`src/rtl/lif_neuron_array.sv`:
```
// -----------------------------------------------------------------------------
// lif_neuron_array
//
// Multi-channel leaky integrate-and-fire block. NUM_NEURONS independent
// membrane potentials are updated once per tick. A tick comes from the
// internal prescaler wrap, from a rising edge on the manual step input, or
// from both in the same cycle, which still counts as one tick.
//
// Each neuron, on a tick:
//   - if refractory: clears v, counts the refractory counter down, no spike
//   - otherwise: v + i - (v >> leak_shift), saturated to V_WIDTH bits, then
//     fires (spike, v=0, reload refractory, bump counter) when >= threshold
//
// Ports:
//   clk, rst_n   : clock, asynchronous active-low reset
//   ena          : global enable; low freezes prescaler, step detect, neurons
//   step         : manual tick request (rising edge)
//   i_in         : packed per-neuron unsigned currents, neuron n at [n*I_WIDTH +: I_WIDTH]
//   threshold    : shared firing threshold
//   leak_shift   : leak = v >> leak_shift; 0 disables the leak
//   refrac_len   : refractory ticks after a spike
//   clr_cnt      : synchronous clear of every spike counter (beats an increment)
//   sel          : readout select for v_out / cnt_out
//   spike        : one-clk spike pulse per neuron
//   v_out        : registered membrane potential of neuron sel
//   cnt_out      : registered spike count of neuron sel
//   tick_out     : one-clk pulse per tick, one cycle after the tick cycle
// -----------------------------------------------------------------------------
module lif_neuron_array #(
    parameter int          NUM_NEURONS = 4,
    parameter int          V_WIDTH     = 8,
    parameter int          I_WIDTH     = 4,
    parameter logic [23:0] TICK_DIV    = 24'd10_000_000,
    parameter int          CNT_WIDTH   = 8,
    localparam int         SEL_W       = (NUM_NEURONS > 1) ? $clog2(NUM_NEURONS) : 1
) (
    input  logic                           clk,
    input  logic                           rst_n,
    input  logic                           ena,
    input  logic                           step,
    input  logic [NUM_NEURONS*I_WIDTH-1:0] i_in,
    input  logic [V_WIDTH-1:0]             threshold,
    input  logic [2:0]                     leak_shift,
    input  logic [3:0]                     refrac_len,
    input  logic                           clr_cnt,
    input  logic [SEL_W-1:0]               sel,
    output logic [NUM_NEURONS-1:0]         spike,
    output logic [V_WIDTH-1:0]             v_out,
    output logic [CNT_WIDTH-1:0]           cnt_out,
    output logic                           tick_out
);

    localparam logic [V_WIDTH-1:0]   V_MAX   = {V_WIDTH{1'b1}};
    localparam logic [CNT_WIDTH-1:0] CNT_MAX = {CNT_WIDTH{1'b1}};

    logic [23:0]          presc_r;
    logic                 step_q_r;
    logic                 tick_int_s;
    logic                 step_rise_s;
    logic                 tick_s;

    logic [V_WIDTH-1:0]   v_r       [NUM_NEURONS];
    logic [3:0]           r_r       [NUM_NEURONS];
    logic [CNT_WIDTH-1:0] cnt_r     [NUM_NEURONS];

    logic [V_WIDTH-1:0]   leak_s    [NUM_NEURONS];
    logic [V_WIDTH:0]     sum_s     [NUM_NEURONS];
    logic [V_WIDTH-1:0]   sat_s     [NUM_NEURONS];
    logic [V_WIDTH-1:0]   v_nxt_s   [NUM_NEURONS];
    logic [3:0]           r_nxt_s   [NUM_NEURONS];
    logic [CNT_WIDTH-1:0] cnt_nxt_s [NUM_NEURONS];
    logic [NUM_NEURONS-1:0] fire_s;

    // Tick generation: prescaler wrap and step rising edge merge into one tick.
    always_comb begin
        tick_int_s  = 1'b0;
        if (TICK_DIV != 24'd0) begin
            tick_int_s = (presc_r == (TICK_DIV - 24'd1));
        end else begin
            tick_int_s = 1'b0;
        end
        step_rise_s = step & ~step_q_r;
        tick_s      = ena & (tick_int_s | step_rise_s);
    end

    // Prescaler counts 0..TICK_DIV-1 while enabled, holds while disabled.
    always_ff @(posedge clk or negedge rst_n) begin
        if (!rst_n) begin
            presc_r <= 24'd0;
        end else if (ena && (TICK_DIV != 24'd0)) begin
            if (tick_int_s) begin
                presc_r <= 24'd0;
            end else begin
                presc_r <= presc_r + 24'd1;
            end
        end
    end

    // Step edge-detect register, frozen while disabled so a held step
    // cannot produce a tick when ena returns.
    always_ff @(posedge clk or negedge rst_n) begin
        if (!rst_n) begin
            step_q_r <= 1'b0;
        end else if (ena) begin
            step_q_r <= step;
        end
    end

    // Per-neuron next-state: refractory countdown, leak/integrate/saturate, fire.
    always_comb begin
        for (int n = 0; n < NUM_NEURONS; n++) begin
            leak_s[n]    = (leak_shift == 3'd0) ? {V_WIDTH{1'b0}} : (v_r[n] >> leak_shift);
            // leak <= v, so the subtraction cannot wrap below zero
            sum_s[n]     = {1'b0, v_r[n]} - {1'b0, leak_s[n]}
                         + {{(V_WIDTH + 1 - I_WIDTH){1'b0}}, i_in[n*I_WIDTH +: I_WIDTH]};
            sat_s[n]     = sum_s[n][V_WIDTH] ? V_MAX : sum_s[n][V_WIDTH-1:0];
            v_nxt_s[n]   = v_r[n];
            r_nxt_s[n]   = r_r[n];
            cnt_nxt_s[n] = cnt_r[n];
            fire_s[n]    = 1'b0;

            if (tick_s) begin
                if (r_r[n] != 4'd0) begin
                    v_nxt_s[n] = {V_WIDTH{1'b0}};
                    r_nxt_s[n] = r_r[n] - 4'd1;
                end else if (sat_s[n] >= threshold) begin
                    fire_s[n]  = 1'b1;
                    v_nxt_s[n] = {V_WIDTH{1'b0}};
                    r_nxt_s[n] = refrac_len;
                end else begin
                    v_nxt_s[n] = sat_s[n];
                end
            end else begin
                fire_s[n] = 1'b0;
            end

            // Clear takes priority over a same-cycle increment.
            if (clr_cnt) begin
                cnt_nxt_s[n] = {CNT_WIDTH{1'b0}};
            end else if (fire_s[n] && (cnt_r[n] != CNT_MAX)) begin
                cnt_nxt_s[n] = cnt_r[n] + {{(CNT_WIDTH-1){1'b0}}, 1'b1};
            end else begin
                cnt_nxt_s[n] = cnt_r[n];
            end
        end
    end

    // Neuron state registers.
    always_ff @(posedge clk or negedge rst_n) begin
        if (!rst_n) begin
            for (int n = 0; n < NUM_NEURONS; n++) begin
                v_r[n]   <= {V_WIDTH{1'b0}};
                r_r[n]   <= 4'd0;
                cnt_r[n] <= {CNT_WIDTH{1'b0}};
            end
        end else begin
            for (int n = 0; n < NUM_NEURONS; n++) begin
                v_r[n]   <= v_nxt_s[n];
                r_r[n]   <= r_nxt_s[n];
                cnt_r[n] <= cnt_nxt_s[n];
            end
        end
    end

    // Registered outputs: spike pulses, tick pulse and the selected readout.
    always_ff @(posedge clk or negedge rst_n) begin
        if (!rst_n) begin
            spike    <= {NUM_NEURONS{1'b0}};
            tick_out <= 1'b0;
            v_out    <= {V_WIDTH{1'b0}};
            cnt_out  <= {CNT_WIDTH{1'b0}};
        end else begin
            spike    <= fire_s;
            tick_out <= tick_s;
            if (32'(sel) < NUM_NEURONS) begin
                v_out   <= v_r[sel];
                cnt_out <= cnt_r[sel];
            end else begin
                v_out   <= {V_WIDTH{1'b0}};
                cnt_out <= {CNT_WIDTH{1'b0}};
            end
        end
    end

endmodule

```
`config.mk`:
```
export PLATFORM = sky130hd
export DESIGN_NAME = lif_neuron_array
export DESIGN_NICKNAME = d
export VERILOG_FILES = /design/src/rtl/lif_neuron_array.sv
export SDC_FILE = /design/constraint.sdc
export NUM_CORES = 1
export LEC_CHECK = 0
export ABC_AREA = 1
export CAP_MARGIN = 20
export CORE_ASPECT_RATIO = 0.6
export CORE_MARGIN = 3
export CORE_UTILIZATION = 50
export CTS_CLUSTER_SIZE = 14
export DETAILED_ROUTE_END_ITERATION = 16
export GPL_TIMING_DRIVEN = 1
export PLACE_DENSITY = 0.73
export SLEW_MARGIN = 20
export SYNTH_ARGS = -nofsm -noshare
export SYNTH_HDL_FRONTEND = slang
export SYNTH_SLANG_ARGS = --single-unit
export TNS_END_PERCENT = 1
```
`constraint.sdc`:
```
create_clock -name clk -period 10.31 [get_ports clk]
set_input_delay 2.062 -clock clk [delete_from_list [all_inputs] [get_ports clk]]
set_output_delay 2.062 -clock clk [all_outputs]
set_load 0.03 [all_outputs]
```
; ---- Word-level counts from Yosys, hierarchy flattened
; Cells that the tools add are included.
; W data, S select, Z words.
[word_totals]
out_inout_bits = 21
word_cells = 126
reg_bits = 126
inputBits = 38
[op_classes]
n_lt_le_gt_ge = 5
addsub = 17
bitwise_logic = 5
n_shift = 4
reduce_logical = 21
n_mux = 51
n_eq_ne = 5
[op_table]
columns = op, count
row1 = $mux W8, 28
row2 = $add A9 B4 Y9, 4
row3 = $sub A8 B8 Y9, 4
row4 = $add A8 B1 Y8 const B, 4
row5 = $bmux W8 S2, 2
row6 = $ge A8 B8 Y1, 4
row7 = $mux W4, 8
row8 = $ne A8 B8 Y1 const B, 4
row9 = $shr A8 B3 Y8, 4
row10 = $add A24 B1 Y24 const B, 1
row11 = $eq A24 B24 Y1 const B, 1
row12 = $mux W24, 1
row13 = $reduce_bool A2 Y1, 8
row14 = $reduce_bool A4 Y1, 4
row15 = $sub A4 B1 Y4 const B, 4
row16 = $mux W1, 12
row17 = $reduce_and A2 Y1, 4
row18 = $logic_and A1 B1 Y1, 4
row19 = $ge A3 B3 Y1 const B, 1
row20 = $logic_not A3 Y1, 1
row21 = $not A2 Y3, 1
row22 = $and A1 B1 Y1, 2
row23 = $not A1 Y1, 1
row24 = $or A1 B1 Y1, 1

; ---- Logic depth before layout (Yosys ltp)
; Gate-level depths: netlist of the first run.
[logic_depth]
depth_word = 12
depth_mapped = 32
ltp_nobuf = 31

; ---- Worst setup path after synthesis of the first run
; Ideal clock, no wire load.
[synth_path]
kind = input-to-reg
from = in leak_shift[0]
to = reg v_r[24] (netlist name)
arrival_time_ps = 6037
setup_time_ps = 65
path_slack_ps = 4208
cell_stages = 23
cell_sequence = clkbuf_1 -> nor3_1 -> nor2_1 -> inv_1 -> o21ai_0 -> fa_1 -> fa_1 -> o21ai_0 -> nand4_1 -> nand3b_1 -> nand3_1 -> ha_1 -> nand2_1 -> nor2_1 -> nor2_1 -> nand2_1 -> nand2_1 -> nand2_1 -> nor2_1 -> inv_1 -> nor2_2 -> nand2_1 -> nand2_1
[synth_via]
elab_chain_len = 8
elab_cells_between_ends = 9
cone_classes = 2 x add/sub / 1 x order compare / 1 x shift / 4 x mux / 1 x reduce/logical
[synth_rtl]
columns = element, line
row1 = "start, declared", 43  ; input logic [2:0] leak_shift,
row2 = $shr A8 B3 Y8 or $logic_not A3 Y1 (tied branches), 112  ; leak_s[n] = (leak_shift == 3'd0) ? {V_WIDTH{1'b0}} : (v_r[n] >> leak_shift);
row3 = $mux W8 *, 112
row4 = $sub A8 B8 Y9 *, 114  ; sum_s[n] = {1'b0, v_r[n]} - {1'b0, leak_s[n]}
row5 = $add A9 B4 Y9 *, 115  ; + {{(V_WIDTH + 1 - I_WIDTH){1'b0}}, i_in[n*I_WIDTH +: I_WIDTH]};
row6 = $mux W8 *, 116  ; sat_s[n] = sum_s[n][V_WIDTH] ? V_MAX : sum_s[n][V_WIDTH-1:0];
row7 = $ge A8 B8 Y1, 126  ; end else if (sat_s[n] >= threshold) begin
row8 = $mux W8 *, 126
row9 = $mux W8 *, 123  ; if (r_r[n] != 4'd0) begin
row10 = "end signal, assigned by index", 152  ; v_r[n] <= {V_WIDTH{1'b0}};
row11 = "end signal, assigned by index", 158  ; v_r[n] <= v_nxt_s[n];
row12 = "end, declared", 62  ; logic [V_WIDTH-1:0] v_r [NUM_NEURONS];
; Every way passes the cells marked *; elsewhere a longest branch is shown, timed or not.
; A chain may end at the register's enable or synchronous reset.

; ---- Worst setup path in the final report of the first run
[layout_path]
from = in leak_shift[1]
to = reg cnt_r[6] (netlist name)
[layout_via]
elab_chain_len = 11
elab_cells_between_ends = 12
cone_classes = 2 x add/sub / 1 x order compare / 1 x shift / 5 x mux / 3 x reduce/logical
[layout_rtl]
columns = element, line
row1 = $shr A8 B3 Y8 or $logic_not A3 Y1 (tied branches), 112
row2 = $mux W8 *, 112
row3 = $sub A8 B8 Y9 *, 114
row4 = $add A9 B4 Y9 *, 115
row5 = $mux W8 *, 116
row6 = $ge A8 B8 Y1 *, 126
row7 = $mux W1 *, 126
row8 = $mux W1 *, 123
row9 = $mux W1 *, 122  ; if (tick_s) begin
row10 = $logic_and A1 B1 Y1 *, 140  ; end else if (fire_s[n] && (cnt_r[n] != CNT_MAX)) begin
row11 = $reduce_bool A2 Y1 (no line) *, -
row12 = "end signal, assigned by index", 154  ; cnt_r[n] <= {CNT_WIDTH{1'b0}};
row13 = "end signal, assigned by index", 160  ; cnt_r[n] <= cnt_nxt_s[n];
row14 = "end, declared", 64  ; logic [CNT_WIDTH-1:0] cnt_r [NUM_NEURONS];
; Marked as above.

==> impl_metrics.ini, run 1 <==
[worst_setup_path]
startpoint = leak_shift[1]
worstPathRequired_ns = 10.68
reg2reg_setup_slack_ns = 4.96
r2r-start = v_r[15]$_DFFE_PN0P_
crit_type = in -> reg
worstRegToRegCells = 23
endpoint_kind = flip-flop
startpoint_type = input port
r2r-end = cnt_r[14]$_DFFE_PN0P_
critPathArrivalTime_ns = 8.41
endpoint = cnt_r[6]$_DFFE_PN0P_
critPathMaxFanout = 32

[pwr]
pwr-share-seq_pct = 20.7
power_frac_clock_pct = 19.0
power.leakage_nw = 6.24
ir_worst_vdd_uv = 168
combPwrFrac_pct = 60.3
p_int_mw = 1.78
p_sw_mw = 1.69
power.density_nw_per_um2 = 290
power_switching_share_pct = 48.7

[final_layout]
area_delta_synth_final_pct = 14.0
regArea_um2 = 3150
drive_gt1_share_pct = 4.21
n_antenna_cell = 0
nets = 1747
final_cell_count_no_fill = 1890
multi_input_area_um2 = 6370
fill_cells = 1874

[clock_network]
clk_pin_slew_ns = 0.06
clock_sinks = 126
cts_tree = built
ctsResizeCount = 0
cts_hold_buf = 0
cts_made_buffers = 17
cts_setup_buffers = 0
clockBufferDepth = 2
cts_root_buf = clkbuf_16
cts_max_level = 4
clock_latency_ns = 0.44

[timing]
timing.fmax_mhz = 124
drv_slew = 0
finClkSkew_ns = 0.0119
finalSetupViolCount = 0
tns_ns = 0
relSlewSlack_pct = 26.6
layout_worst_path_cycle_share_pct = 78.0
worst_pin_slew_ns = 1.10
rsz0062_at_grt = no
hold_viol = 0
finalCriticalPeriod_ns = 8.05

[routing]
first_pass_iters = 6
wl_per_cell_um = 15.7
vias = 10300
vias_per_cell = 5.47
drt_iter0_drc = 1286
final_antenna_net_count = 0
finalWirelength_um = 29600
route.detailed.drc = 0

[logic_synthesis]
synth_top_area_share_pct = 30.0
async_reset_ff_share_pct = 100
syn-instance-count = 1552
synth.avg_cell_area_um2 = 6.78
yosysWarnings = 0
synth_ff_type = dfrtp_1
synth.distinct_cells = 43
yosys.area_share.simple_pct = 32.4
synth.area.top_cells = dfrtp_1 (30%), nand2_1 (17%), ha_1 (11%)
ys_seq_area_share_pct = 30.0
synthMuxAreaShare_pct = 0.285
netlist_area_um2 = 10500
yosysMostFrequentCell = nand2_1
yosysTopAreaCell = dfrtp_1
synth-seq-cells = 126
synthTopCellsByCount = nand2_1 (479), inv_1 (223), nor2_1 (128)
synth_top_family_by_area = simple AND/OR/NAND/NOR gates
synthXorXnorAreaFrac_pct = 3.33
synth_fa_ha_area_share_pct = 13.6
synth_compound_area_share_pct = 10.8
synth_edf_count = 0

[grt]
antenna_found_initial = 0
grt_usage_pct = 26.4
grt_max_degree = 71
grt_pass1_wl_um = 49300
gr-total-overflow = 0
grt_pass1_vias = 9472

[die]
num_rows = 40
die_w_um = 193
start_util_pct = 51.8
core_um2 = 20300
die-area_um2 = 22900
die_y_um = 118
io_pins = 59

[placed_design]
finalWeightedCongestion = 0.964
port_buffers = 58
place_inst = 1858
dp_hpwl_um = 22400

[outcome]
status = complete, no violations

[job]
maxCapViolCount = 0

[hold_path]
worstHoldPathType = reg -> reg
[through the flow]
stage	hold WS, ns	cell area, um2	util (%)	power [mW]	setup slack, ns
2_1_floorplan	0.449	10500	-	2.25	4.21
3_3_place_gp	0.483	11400	55.9	2.69	2.13
3_5_place_dp	0.495	11400	55.9	2.75	2.08
4_1_cts	0.510	12000	59.0	3.44	2.51
5_1_grt	0.521	12000	59.0	3.84	1.80
6_report	0.504	12000	59.0	3.48	2.26
[routing by layer]
metal	GRT usage (%)	share of wire, %	vias up
met2	34.9	38	513
met5	0	0	-
met4	5.69	1.2	0
met3	8.46	11	39
li1	-	-	5077
met1	41.3	50	4707
[registers in the layout, indices dropped and copies added, names as in the netlist]
name / cells
r_r: 16
v_out: 8
tick_out: 1
presc_r: 24
v_r: 32
cnt_out: 8
cnt_r: 32
step_q_r: 1
spike: 4
[cell type report]
type | instances | area share, %
Inverter | 229 | 7.19
Sequential cell | 126 | 26.3
Clock buffer | 17 | 3.55
Timing Repair Buffer | 64 | 5.23
Tap cell | 273 | 2.85
Multi-Input combinational cell | 1166 | 53.1
Clock inverter | 15 | 1.75
[power by group through the flow]
stage                     combinational [mW]  clock, mW  sequential (mW)
after floorplan                         1.54          0            0.705
after global placement                  1.97          0            0.721
after detailed placement                2.03          0            0.721
after CTS                               2.06      0.671            0.715
after global routing                    2.41      0.696            0.733
final                                   2.10      0.661            0.720
[critical path, stage by stage]
cell and delay [ns]:
clkdlybuf4s50_1 1.20, inv_1 0.66, o21ai_0 0.26, o21ai_0 0.12, o21ai_0 0.38, fa_1 0.55
fa_1 0.46, o21ai_0 0.36, nand4_1 0.18, nand3b_1 0.30, nand3_1 0.20, ha_1 0.34
nand2_1 0.07, nor2_1 0.10, nor2_1 0.05, nand2_1 0.06, nand2_1 0.07, a21oi_1 0.22
nand3_2 0.24, nand2_1 0.31, nand2_1 0.12, nand2_1 0.08
[how the worst min path moves through the flow]
stage	to	cells past startpoint	startpoint
3_5_place_dp	v_r[17]$_DFFE_PN0P_	2	v_r[17]$_DFFE_PN0P_
5_1_grt	v_r[18]$_DFFE_PN0P_	2	v_r[18]$_DFFE_PN0P_
6_report	v_r[18]$_DFFE_PN0P_	2	v_r[18]$_DFFE_PN0P_
2_1_floorplan	v_r[16]$_DFFE_PN0P_	2	v_r[16]$_DFFE_PN0P_
4_1_cts	v_r[18]$_DFFE_PN0P_	2	v_r[18]$_DFFE_PN0P_
3_3_place_gp	v_r[18]$_DFFE_PN0P_	2	v_r[18]$_DFFE_PN0P_
[cells by family after synthesis]
| family | count (synthesis) |
|---|---|
| AND/OR/NAND/NOR | 801 |
| buffers and inverters | 263 |
| AO/OA/AOI/OAI | 213 |
| flip-flops | 126 |
| adder cells (fa/ha/maj) | 105 |
| XOR/XNOR | 40 |
| multiplexers | 3 |
| other | 1 |
[cell usage in the layout (no fill, tap or decap), drive strengths merged, types with 5 or more instances in the layout]
cell	synthesis	layout
clkdlybuf4s50	0	57
buf	7	7
fa	16	16
o22ai	7	7
xnor2	11	11
nor3	21	21
inv	227	231
clkbuf	27	17
dfrtp	126	126
o21ai	119	119
nand2	481	481
nand3b	8	8
nand3	120	120
a21oi	67	67
a21o	5	5
nor3b	8	8
nor4	5	5
ha	89	89
nand4	20	20
clkinv	2	7
xor2	29	29
nor2	138	138
Power figures use the tool's default switching activity.
==> inputs of run 2 (changes only) <==
Clock period 10.31 ns to 8.4 ns, I/O delays scaled along.
==> run 2 against run 1 <==
Critical endpoint is now cnt_r[15]$_DFFE_PN0P_. Power increased by 21%. Utilization decreased by 0.20 points. Clock-buffer cell count increased by 3. Via count increased by 1.0%.
==> impl_metrics.ini, run 2 (synthesis gave the netlist of run 1 again) <==
[outcome]
status = complete, no violations

[routing]
finalWirelength_um = 30000
vias = 10400
first_pass_iters = 5
final_antenna_net_count = 0
vias_per_cell = 5.51
drt_iter0_drc = 1226
route.detailed.drc = 0
wl_per_cell_um = 15.8

[timing]
fin_ws_ns = 1.39
hold_viol = 0
tns_ns = 0
finClkSkew_ns = 0.0130
drv_slew = 0
finalCriticalPeriod_ns = 7.01
relSlewSlack_pct = 40.9
finalSetupViolCount = 0
worst_pin_slew_ns = 0.883
layout_worst_path_cycle_share_pct = 83.5
rsz0062_at_grt = no
timing.fmax_mhz = 143

[placed_design]
finalWeightedCongestion = 0.959
port_buffers = 58
dpl_worst_slack_ns = 1.12
place_inst = 1862
dp_hpwl_um = 22700

[grt]
grt_usage_pct = 26.6
antenna_found_initial = 0
grt_pass1_wl_um = 49600
grt_max_degree = 65
gr-total-overflow = 0
grt_pass1_vias = 9469

[job]
maxCapViolCount = 0

[pwr]
power.density_nw_per_um2 = 351
power_switching_share_pct = 49.2
pwr-share-seq_pct = 21.2
power_frac_clock_pct = 17.4
p_sw_mw = 2.07
power.leakage_nw = 6.22
finalPower_mw = 4.20
ir_worst_vdd_uv = 194
p_int_mw = 2.13
combPwrFrac_pct = 61.4

[clock_network]
cts_hold_buf = 0
clk_pin_slew_ns = 0.06
cts_tree = built
clock_latency_ns = 0.43
cts_setup_buffers = 0
cts_max_level = 4
ctsResizeCount = 0
clock_sinks = 126
cts_root_buf = clkbuf_16
clockBufferDepth = 2
cts_made_buffers = 17

[die]
die_y_um = 118
io_pins = 59
start_util_pct = 51.8
die-area_um2 = 22900
core_um2 = 20300
die_w_um = 193
num_rows = 40

[final_layout]
finalCoreUtilization_pct = 58.8
n_antenna_cell = 0
fill_cells = 1919
final_cell_count_no_fill = 1893
nets = 1751
drive_gt1_share_pct = 4.26
area_delta_synth_final_pct = 13.6
largestRegisters = cnt_r: 32 flops, v_r: 32 flops, presc_r: 24 flops
mostFrequentLayoutCell = nand2_1
layout_common_cells = nand2_1 (479), inv_1 (223), nor2_1 (128)

[worst_setup_path]
startpoint_type = input port
critPathMaxFanout = 23
path_cells = clkdlybuf4s50_1, inv_1, o21ai_0, o21ai_0, o21ai_0, fa_1, fa_1, o21ai_0, nand4_1, nand3b_1, nand3_1, ha_1, nand2_1, nor2_1, nor2_1, nand2_1, nand2_1, a21oi_1, nand3_2, nand2_1, nand2_1, nand2_1
max_stage_delay_ns = 0.66
crit_type = in -> reg
endpoint_kind = flip-flop
crit_top_cell = nand2_1
cpMaxStageDelayCell = clkdlybuf4s50_1
worstRegToRegCells = 23
worstPathRequired_ns = 8.76
critPathArrivalTime_ns = 7.37

[hold_path]
holdPathStages = 2
worstHoldPathType = reg -> reg
[run 2: cell count changes in the layout (fill, tap and decap cells not counted)]
| cell | change |
|---|---|
| clkinv_2 | +3 |
| clkbuf_8 | +1 |
| bufinv_16 | -2 |
| clkbuf_1 | +2 |
| clkinv_4 | -3 |
| clkinvlp_4 | +2 |
| inv_6 | -4 |
| buf_4 | +4 |
[run 2: path summary, 6_finish.rpt]
check	from	endpoint	slack [ns]
worst min register to register	v_r[16]$_DFFE_PN0P_	v_r[16]$_DFFE_PN0P_	0.49
min in group asynchronous	rst_n	v_out[7]$_DFF_PN0_	1.24
worst max-delay path	leak_shift[1]	cnt_r[15]$_DFFE_PN0P_	1.39
worst min-delay path	v_r[16]$_DFFE_PN0P_	v_r[16]$_DFFE_PN0P_	0.49
worst max register to register	v_r[15]$_DFFE_PN0P_	cnt_r[15]$_DFFE_PN0P_	3.21
max in group asynchronous	rst_n	r_r[0]$_DFFE_PN0P_	5.85
[run 2: final cells by class]
cell class,count,area [um2],share of cell area [%]
clock buffer,20,447,3.74
clock inverter,11,119,0.995
inverter,229,862,7.21
multi-input combinational,1166,6370,53.3
sequential,126,3150,26.4
tap,273,342,2.86
timing repair buffer,68,657,5.50
[run 2: per-stage QoR]
step	cell area [um2]	hold WS (ns)
2_1_floorplan	10500	0.449
3_3_place_gp	11400	0.468
3_5_place_dp	11400	0.466
4_1_cts	12000	0.486
5_1_grt	12000	0.534
6_report	12000	0.490
[run 2: critical path, delay by kind of cell]
kind | cells | cell delay (ns)
and+or+nand+nor | 12 | 1.74
buffers and inverters | 2 | 1.31
adders and majority gates | 3 | 1.33
AOI/OAI and AO/OA | 5 | 1.28
[run 2: power groups by stage]
stage / sequential (mW) / clock, mW / combinational, mW
2_1_floorplan: 0.866 / 0 / 1.89
5_1_grt: 0.903 / 0.765 / 2.95
3_5_place_dp: 0.889 / 0 / 2.51
4_1_cts: 0.881 / 0.734 / 2.53
3_3_place_gp: 0.889 / 0 / 2.44
6_report: 0.890 / 0.728 / 2.58
[run 2: per-layer routing]
layer,GRT usage (%),wire length (um)
met2,34.1,11300
met1,43.9,15000
met3,6.35,3440
met4,5.73,259
met5,0,0
